<file path="src/rtl/mips_ctrl_pkg.sv">
// Shared definitions for the multicycle MIPS stage controller.
//   state_e      : controller state encoding (3 bits)
//   STG_*        : bit index of each stage in stage_en / stage_done
//   stage_onehot : state -> one-hot stage enable (all zero outside stage states)
package mips_ctrl_pkg;

  localparam int unsigned NUM_STAGES       = 5;
  localparam int unsigned STG_IF           = 0;
  localparam int unsigned STG_ID           = 1;
  localparam int unsigned STG_EX           = 2;
  localparam int unsigned STG_MEM          = 3;
  localparam int unsigned STG_WB           = 4;
  localparam int unsigned DEFAULT_PC_WIDTH = 4;

  typedef enum logic [2:0] {
    ST_IDLE      = 3'd0,
    ST_FETCH     = 3'd1,
    ST_DECODE    = 3'd2,
    ST_EXECUTE   = 3'd3,
    ST_MEMORY    = 3'd4,
    ST_WRITEBACK = 3'd5,
    ST_HALT      = 3'd6,
    ST_ERROR     = 3'd7
  } state_e;

  // One-hot enable for the stage owned by a state.
  function automatic logic [NUM_STAGES-1:0] stage_onehot(input state_e s);
    logic [NUM_STAGES-1:0] oh;
    oh = '0;
    case (s)
      ST_FETCH:     oh[STG_IF]  = 1'b1;
      ST_DECODE:    oh[STG_ID]  = 1'b1;
      ST_EXECUTE:   oh[STG_EX]  = 1'b1;
      ST_MEMORY:    oh[STG_MEM] = 1'b1;
      ST_WRITEBACK: oh[STG_WB]  = 1'b1;
      default:      oh          = '0;
    endcase
    return oh;
  endfunction

endpackage

</file>
<file path="src/rtl/stage_timer.sv">
// Stage residency timer: clear / hold / increment counter.
//   clock : rising-edge clock
//   start : asynchronous active-high reset
//   clear : restart counting (state change or non-stage state)
//   hold  : freeze count (stall)
//   tc_c  : current cycle is the MAX_WAIT-th unstalled cycle in this state
module stage_timer
  import mips_ctrl_pkg::*;
#(
  parameter int unsigned MAX_WAIT = 15
) (
  input  logic clock,
  input  logic start,
  input  logic clear,
  input  logic hold,
  output logic tc_c
);

  localparam int unsigned CNT_W = 8;
  localparam logic [CNT_W-1:0] LAST = CNT_W'(MAX_WAIT - 1);

  logic [CNT_W-1:0] count_q, count_d;

  // Saturates at LAST; the FSM leaves the state on that edge anyway.
  always_comb begin
    count_d = count_q;
    if (clear) begin
      count_d = '0;
    end else if (!hold && (count_q != LAST)) begin
      count_d = count_q + CNT_W'(1);
    end
  end

  always_ff @(posedge clock or posedge start) begin
    if (start) begin
      count_q <= '0;
    end else begin
      count_q <= count_d;
    end
  end

  assign tc_c = (count_q == LAST);

endmodule

</file>
<file path="src/rtl/stage_sequencer.sv">
// Multicycle controller for the five-stage MIPS datapath.
//   clock, start        : clock / asynchronous active-high reset
//   run                 : leave IDLE and begin fetching
//   stall               : freeze state, ignore done, pause timer
//   stage_done[4:0]     : per-stage done (bit0 = fetch .. bit4 = writeback)
//   skip_mem, skip_wb,
//   end_program         : decode results, valid with stage_done[1]
//   branch_taken,
//   branch_target       : ALU results, valid with stage_done[2]
//   stage_en[4:0]       : one-hot active-stage enable
//   pc, instr_count     : fetch index / retired-instruction count
//   busy, halted,
//   timeout_err         : status decoded from state
module stage_sequencer
  import mips_ctrl_pkg::*;
#(
  parameter int unsigned PC_WIDTH  = DEFAULT_PC_WIDTH,
  parameter int unsigned CNT_WIDTH = 16,
  parameter int unsigned MAX_WAIT  = 15
) (
  input  logic                  clock,
  input  logic                  start,
  input  logic                  run,
  input  logic                  stall,
  input  logic [NUM_STAGES-1:0] stage_done,
  input  logic                  skip_mem,
  input  logic                  skip_wb,
  input  logic                  end_program,
  input  logic                  branch_taken,
  input  logic [PC_WIDTH-1:0]   branch_target,
  output logic [NUM_STAGES-1:0] stage_en,
  output logic [PC_WIDTH-1:0]   pc,
  output logic [CNT_WIDTH-1:0]  instr_count,
  output logic                  busy,
  output logic                  halted,
  output logic                  timeout_err
);

  state_e                state_q, state_d;
  logic [PC_WIDTH-1:0]   pc_q, pc_d;
  logic [CNT_WIDTH-1:0]  cnt_q, cnt_d;
  logic                  skip_mem_q, skip_mem_d;
  logic                  skip_wb_q, skip_wb_d;
  logic                  br_taken_q, br_taken_d;
  logic [PC_WIDTH-1:0]   br_target_q, br_target_d;
  logic [NUM_STAGES-1:0] stage_en_q, stage_en_d;
  logic                  busy_q, busy_d;
  logic                  halted_q, halted_d;
  logic                  err_q, err_d;

  logic active_done_c;
  logic advance_c;
  logic expire_c;
  logic retire_c;
  logic timer_clear_c;
  logic tc_c;

  stage_timer #(
    .MAX_WAIT (MAX_WAIT)
  ) u_timer (
    .clock (clock),
    .start (start),
    .clear (timer_clear_c),
    .hold  (stall),
    .tc_c  (tc_c)
  );

  // Next-state, PC/count update and registered-output decode.
  always_comb begin
    state_d     = state_q;
    pc_d        = pc_q;
    cnt_d       = cnt_q;
    skip_mem_d  = skip_mem_q;
    skip_wb_d   = skip_wb_q;
    br_taken_d  = br_taken_q;
    br_target_d = br_target_q;
    retire_c    = 1'b0;

    // Only the active stage's done bit matters; stall beats done, done beats timeout.
    active_done_c = |(stage_done & stage_onehot(state_q));
    advance_c     = active_done_c && !stall;
    expire_c      = !stall && !active_done_c && tc_c;

    case (state_q)
      ST_IDLE: begin
        if (run) state_d = ST_FETCH;
      end
      ST_FETCH: begin
        if (advance_c)     state_d = ST_DECODE;
        else if (expire_c) state_d = ST_ERROR;
      end
      ST_DECODE: begin
        if (advance_c) begin
          skip_mem_d = skip_mem;
          skip_wb_d  = skip_wb;
          state_d    = end_program ? ST_HALT : ST_EXECUTE;
        end else if (expire_c) begin
          state_d = ST_ERROR;
        end
      end
      ST_EXECUTE: begin
        if (advance_c) begin
          br_taken_d  = branch_taken;
          br_target_d = branch_target;
          if (skip_mem_q && skip_wb_q) retire_c = 1'b1;
          else if (skip_mem_q)         state_d  = ST_WRITEBACK;
          else                         state_d  = ST_MEMORY;
        end else if (expire_c) begin
          state_d = ST_ERROR;
        end
      end
      ST_MEMORY: begin
        if (advance_c) begin
          if (skip_wb_q) retire_c = 1'b1;
          else           state_d  = ST_WRITEBACK;
        end else if (expire_c) begin
          state_d = ST_ERROR;
        end
      end
      ST_WRITEBACK: begin
        if (advance_c)     retire_c = 1'b1;
        else if (expire_c) state_d  = ST_ERROR;
      end
      default: begin
        state_d = state_q;
      end
    endcase

    // br_taken_d carries the live ALU result when retiring straight out of EXECUTE.
    if (retire_c) begin
      state_d = ST_FETCH;
      pc_d    = br_taken_d ? br_target_d : pc_q + PC_WIDTH'(1);
      cnt_d   = cnt_q + CNT_WIDTH'(1);
    end

    timer_clear_c = (state_d != state_q) || (stage_onehot(state_q) == '0);

    stage_en_d = stage_onehot(state_d);
    busy_d     = |stage_en_d;
    halted_d   = (state_d == ST_HALT);
    err_d      = (state_d == ST_ERROR);
  end

  always_ff @(posedge clock or posedge start) begin
    if (start) begin
      state_q     <= ST_IDLE;
      pc_q        <= '0;
      cnt_q       <= '0;
      skip_mem_q  <= 1'b0;
      skip_wb_q   <= 1'b0;
      br_taken_q  <= 1'b0;
      br_target_q <= '0;
      stage_en_q  <= '0;
      busy_q      <= 1'b0;
      halted_q    <= 1'b0;
      err_q       <= 1'b0;
    end else begin
      state_q     <= state_d;
      pc_q        <= pc_d;
      cnt_q       <= cnt_d;
      skip_mem_q  <= skip_mem_d;
      skip_wb_q   <= skip_wb_d;
      br_taken_q  <= br_taken_d;
      br_target_q <= br_target_d;
      stage_en_q  <= stage_en_d;
      busy_q      <= busy_d;
      halted_q    <= halted_d;
      err_q       <= err_d;
    end
  end

  assign stage_en    = stage_en_q;
  assign pc          = pc_q;
  assign instr_count = cnt_q;
  assign busy        = busy_q;
  assign halted      = halted_q;
  assign timeout_err = err_q;

endmodule

</file>
<file path="config.mk">
export PLATFORM = sky130hd
export DESIGN_NAME = stage_sequencer
export DESIGN_NICKNAME = d
export VERILOG_FILES = /design/src/rtl/mips_ctrl_pkg.sv /design/src/rtl/stage_timer.sv /design/src/rtl/stage_sequencer.sv
export SDC_FILE = /design/constraint.sdc
export NUM_CORES = 1
export LEC_CHECK = 0
export ABC_AREA = 1
export ABC_CLOCK_PERIOD_IN_PS = 4150
export BUFFER_PORTS_ARGS = -buffer_cell sky130_fd_sc_hd__buf_2
export CORE_MARGIN = 5
export CORE_UTILIZATION = 25
export DETAILED_ROUTE_END_ITERATION = 16
export PLACE_DENSITY_LB_ADDON = 0.05
export SETUP_SLACK_MARGIN = 0.3
export SYNTH_ARGS = -nofsm -noshare
export SYNTH_HDL_FRONTEND = slang
export SYNTH_HIERARCHICAL = 1
export SYNTH_SLANG_ARGS = --single-unit
</file>
<file path="constraint.sdc">
create_clock -name clock -period 4.15 [get_ports clock]
set_input_delay 0.2075 -clock clock [delete_from_list [all_inputs] [get_ports clock]]
set_output_delay 0.2075 -clock clock [all_outputs]
set_load 0.01 [all_outputs]
</file>
# == Word level (Yosys, flattened, before mapping) ==
# Cells that the tools add are included.
# op_classes
add_sub_neg,3
eq_ne,15
n_mux,36
bitwise,1
n_reduce_logical,14
# ops
op,count
3-bit 2-to-1 mux,11
"3-bit == test, second input constant",6
1-bit 2-to-1 mux,18
3-bit case mux with 6 select lines,1
"16-bit by 1-bit adder with 16-bit output, second input constant",1
8-bit 2-to-1 mux,2
"3-bit by 2-bit == test with 1-bit output, second input constant",4
4-bit 2-to-1 mux,3
5-bit OR reduction,2
"8-bit by 1-bit adder with 8-bit output, second input constant",1
"8-bit by 4-bit == test with 1-bit output, second input constant",1
"8-bit by 4-bit != test with 1-bit output, second input constant",1
"3-bit by 1-bit == test with 1-bit output, second input constant",2
5-bit AND,1
1-bit logical AND,5
5-bit zero test,1
"4-bit by 1-bit adder with 4-bit output, second input constant",1
3-bit zero test,1
3-bit != test,1
1-bit case mux with 3 select lines,1
1-bit zero test,2
2-bit AND reduction,1
2-bit nonzero test,1
1-bit logical OR,1
# totals
reg_bits,46
in_bits,17
out_inout_bits,28

# == Depth between registers and ports, before layout ==
# logic_depth
ltp_word,14
depth_mapped,18
depth_no_buf,17

# == Cells and area by module ==
# Netlist, hierarchy kept.
# by_module_without_submodules
module,n_inst,cells_each,area_per_inst_um2,seq_area_each_um2
stage_sequencer,1,248,2097.0,950.9
stage_timer,1,69,518.0,200.2

# == Worst setup path after synthesis ==
# Ideal clock, no wire load.
# synth_path
path_kind,register -> register
from,reg u_timer.count_q[0]
to,reg u_timer.count_q[5]
setup_time_ns,0.118
arrival_time_ns,2.044
required_ns,4.032
setup_slack_ns,1.988
path_stages_with_launch,18
n_path_buf,0
synth_period_minus_slack_ns,2.162
path_cell_list,dfrtp_1 -> inv_1 -> ha_1 -> nand3_1 -> nor2_4 -> nand2_1 -> inv_1 -> nand3_1 -> o21ai_0 -> inv_1 -> nand2_2 -> nand2_1 -> nand2_1 -> nand2_1 -> nand3_1 -> inv_1 -> nand4_1 -> nand2_1
# synth_between
elab_chain_len,9
# synth_rtl
element,line_no,rtl
start: declaration,stage_timer.sv:22,"logic [CNT_W-1:0] count_q, count_d;"
start signal: assignment,stage_timer.sv:38,count_q <= count_d;
8-bit by 4-bit == test with 1-bit output (*),stage_timer.sv:42,assign tc_c = (count_q == LAST);
net tc_c,stage_sequencer.sv:56,logic tc_c;
1-bit logical AND (*),stage_sequencer.sv:82,expire_c = !stall && !active_done_c && tc_c;
3-bit 2-to-1 mux (*),n/a,
3-bit 2-to-1 mux (on tied branches),n/a,
3-bit case mux with 6 select lines (*),stage_sequencer.sv:84,case (state_q)
3-bit 2-to-1 mux (*),stage_sequencer.sv:130,if (retire_c) begin
3-bit != test (*),stage_sequencer.sv:136,timer_clear_c = (state_d != state_q) || (stage_onehot(state_q) == '0);
1-bit logical OR (*),stage_sequencer.sv:136,
net timer_clear_c,stage_sequencer.sv:55,logic timer_clear_c;
8-bit 2-to-1 mux / 2-bit nonzero test (equally long branches),n/a,
# Mark *: on every way through the listed nets, which the timed path passes. The rest lies on a longest branch. The select of a mux whose other input is x is not followed.
# A chain may end at the register's enable or synchronous reset.

# == Worst setup path in the final report ==
# layout_path
from,reg state_q[2]
to,reg u_timer.count_q[3]
# layout_between
elab_chain_len,14
# layout_rtl
element,line_no,rtl
start: declaration,stage_sequencer.sv:39,"state_e state_q, state_d;"
start signal: assignment,stage_sequencer.sv:158,state_q <= state_d;
"3-bit by 1-bit == test with 1-bit output, or another cell as far along","mips_ctrl_pkg.sv:30, stage_sequencer.sv:84",
1-bit 2-to-1 mux,mips_ctrl_pkg.sv:30,case (s)
5-bit AND,stage_sequencer.sv:80,active_done_c = |(stage_done & stage_onehot(state_q));
5-bit OR reduction,stage_sequencer.sv:80,
1-bit zero test,stage_sequencer.sv:82,
1-bit logical AND (2 in series),stage_sequencer.sv:82,
3-bit 2-to-1 mux,n/a,
3-bit 2-to-1 mux (on tied branches),n/a,
3-bit case mux with 6 select lines,stage_sequencer.sv:84,
3-bit 2-to-1 mux,stage_sequencer.sv:130,
3-bit != test,stage_sequencer.sv:136,
1-bit logical OR (*),stage_sequencer.sv:136,
net timer_clear_c,stage_sequencer.sv:55,
8-bit 2-to-1 mux / 2-bit nonzero test (equally long branches),n/a,
# Mark *: on every way through the listed nets, which the timed path passes. The rest lies on a longest branch.

==> flow_summary.yaml <==
die:
  num_rows: 37
  initial_utilization: 0.254
  io_pins: 45
  dieArea_um2: 12600
  coreArea_um2: 10300
  die_w_um: 112
  die_height_um: 112
setup_path:
  rr_startpoint: "state_q[2]"
  worst-path-max-fanout: 16
  cp.required_ps: 4390
  end_kind: "flip-flop"
  cp.arrival_ps: 2990
  path_class: "reg2reg"
  worstReg2RegEnd: "u_timer/count_q[3]"
  ff2ff_path_depth: 15
  r2r_slack_ps: 1400
  cp-start-kind: "flip-flop"
detailed_routing:
  detail_route.vias_per_cell: 4.24
  ant_nets: 0
  dr.first_iter.drc_count: 96
  wl_met3_um: 213
  wl_met1_um: 3140
  wl_per_cell_um: 12.6
  wl_met2_um: 2890
  vias: 2134
  drc: 0
  top_layer_used: "met4"
  drt_pass1_iterations: 4
  drt_wl_total_um: 6320
sta:
  report.final.slew_viol_count: 0
  worst_pin_slew_ps: 498
  setup_tns_ps: 0
  slew_headroom: 0.668
  fmax_ghz: 0.363
  fin_crit_sh: 0.664
  clock_skew_ps: 8.88
  finalHoldViolCount: 0
  setup_violations: 0
  min_period_ps: 2750
  rsz0062_at_grt: "no"
cells_and_area:
  n_antenna_cell: 0
  nFillCells: 1155
  design_area_um2: 3070
  drive_above_1_share: 0.226
  fin_cells: 503
  num-nets-final: 388
  final_cell_mix: "82 x nand2_1, 46 x dfrtp_1, 44 x buf_2, 37 x inv_1, 30 x nand3_1"
  layout.cells.most_common: "nand2_1"
  area_growth_pct: 17.2
min_path:
  hp-class: "in2reg"
  min_to: "skip_mem_q"
  hold_depth: 3
  holdCritStartpoint: "skip_mem"
power_and_ir_drop:
  p_leak_nw: 1.66
  power_switching_mw: 0.888
  cellPowerDensity_nw_per_um2: 616
  pwr-share-clk: 0.139
  power_mw: 1.89
  p_int_mw: 0.999
  sw_frac_of_total: 0.471
  irDropWorstVdd_uv: 159
  p_seq_frac: 0.368
  pwr-share-comb: 0.493
logic_synthesis:
  synthSimpleGateAreaFrac: 0.340
  synth_fa_ha_area_frac: 0.0191
  syn_inst: 317
  synth_top_family_by_area: "simple AND/OR/NAND/NOR gates"
  synthArstFlopShare: 1.00
  synth-compound-area-share: 0.0660
  syn_avg_cell_area_um2: 8.25
  synth_cell_types: 30
  synth-seq-cells: 46
  yosys_warnings: 6
  synth_ff_type: "dfrtp_1"
  syn_area_um2: 2620
  synthMuxAreaShare: 0
  synth_xor_area_frac: 0.0569
  ys_seq_area_frac: 0.440
  synth_edf_count: 0
  synth_nets: 338
placement:
  postPlaceCellArea_um2: 2980
  dp_hpwl_um: 4680
  gp_congestion: 0.799
  port_buffers: 44
  dpl.cell_count: 495
clock_network:
  cts_buffers: 5
  clk_pin_slew_worst_paths_ps: 80
  clock_sinks: 46
  clk_latency_ps: 300
  cts-root-buf: "clkbuf_8"
  tritoncts: "built"
  htreeDepth: 2
  cts-resized-gates: 0
  cts_buffer_depth: 2
run_status:
  status: "completed"
global_route:
  grt_pass1_wl_um: 10700
  grt_overflow_total: 0
  grt_usage: 0.102
  grt_pass1_vias: 2177
  grt_max_degree: 39
  antenna_found_initial: 0
flow_run:
  maxCapViolCount: 0
[per-layer routing]
metal / track usage / vias up
met2: 0.162 / 35
met5: 0 / -
met1: 0.140 / 984
li1: - / 1109
met4: 0.0288 / 0
met3: 0.0221 / 6
[cell families after synthesis]
group	after synthesis
AOI/OAI and AO/OA	30
DFF	46
xor gates and xnor gates	17
buffers and inverters	47
adders and majority gates	4
and+or+nand+nor	173
[timing repair]
action	in CTS	in global routing
endpoints found under the setup margin	0	0
hold endpoints to repair	8	0
hold buffers	1	0
buffers inserted	0	0
[sequential cells by signal, summed over array words and instances (netlist names), 3 cells and up]
register / count
br_target_q: 4
instr_count: 16
pc: 4
stage_en: 5
state_q: 3
u_timer/count_q: 8
[metrics by stage]
step           utilization  worst slack [ps]  hold WS [ps]
3_5_place_dp         0.290              1370           193
4_1_cts              0.298              1350           141
5_1_grt              0.298              1130           143
3_3_place_gp         0.290              1370           211
6_report             0.298              1400           144
2_1_floorplan            -              1990          23.2
[area by class of cell]
class | count | area [µm²] | share of cell area
multi-input cells | 224 | 1260 | 0.411
flip-flops and latches | 46 | 1150 | 0.376
repair buffers | 46 | 238 | 0.0776
inverters | 44 | 170 | 0.0555
well taps | 136 | 170 | 0.0555
clock buffers | 7 | 76.3 | 0.0249
[worst max-delay path by stage]
stage / cells past startpoint / to / slack [ps] / start
floorplan: 17 / u_timer/count_q[5] / 1990 / u_timer/count_q[0]
finish: 15 / u_timer/count_q[3] / 1400 / state_q[2]
CTS: 15 / u_timer/count_q[3] / 1350 / state_q[2]
detailed placement: 15 / u_timer/count_q[3] / 1370 / state_q[2]
global route: 15 / u_timer/count_q[6] / 1130 / state_q[2]
global placement: 15 / u_timer/count_q[0] / 1370 / state_q[2]
[power by group through the flow]
stage	logic, mW	registers, mW	clock network, mW
5_1_grt	1.06	0.715	0.296
4_1_cts	0.948	0.697	0.278
6_report	0.930	0.694	0.263
2_1_floorplan	0.677	0.702	0
3_5_place_dp	0.940	0.704	0
3_3_place_gp	0.953	0.710	0
[critical path: stages, from the launching register on]
cell     delay, ps
dfrtp_1        470
inv_2          240
nand3_1        190
nor2_1         210
nor2_4          70
nand2_4         90
nand2_4         90
nor2_8         210
inv_6          120
nand2_1        160
nand2_1         70
nand2_1         60
nand3_1        180
inv_1          300
nand4_1        140
nand2_1         80
[Yosys cell counts, types with 3 or more instances]
| cell | count | share of area |
|---|---|---|
| xor2_1 | 12 | 0.040 |
| nor3_1 | 3 | 0.0057 |
| nor2_8 | 3 | 0.023 |
| nor2_1 | 26 | 0.037 |
| nor2_4 | 4 | 0.017 |
| xnor2_1 | 5 | 0.017 |
| inv_1 | 37 | 0.053 |
| nand3_1 | 30 | 0.057 |
| o21bai_1 | 3 | 0.0086 |
| o21ai_0 | 12 | 0.023 |
| ha_1 | 4 | 0.019 |
| dfrtp_1 | 46 | 0.44 |
| a21oi_1 | 5 | 0.0096 |
| nand4_1 | 9 | 0.022 |
| o21ai_1 | 5 | 0.0096 |
| buf_6 | 3 | 0.013 |
| nor2_2 | 5 | 0.012 |
| nand2_1 | 82 | 0.12 |
| inv_2 | 6 | 0.0086 |
No activity file was read; power rests on OpenSTA's default activity.
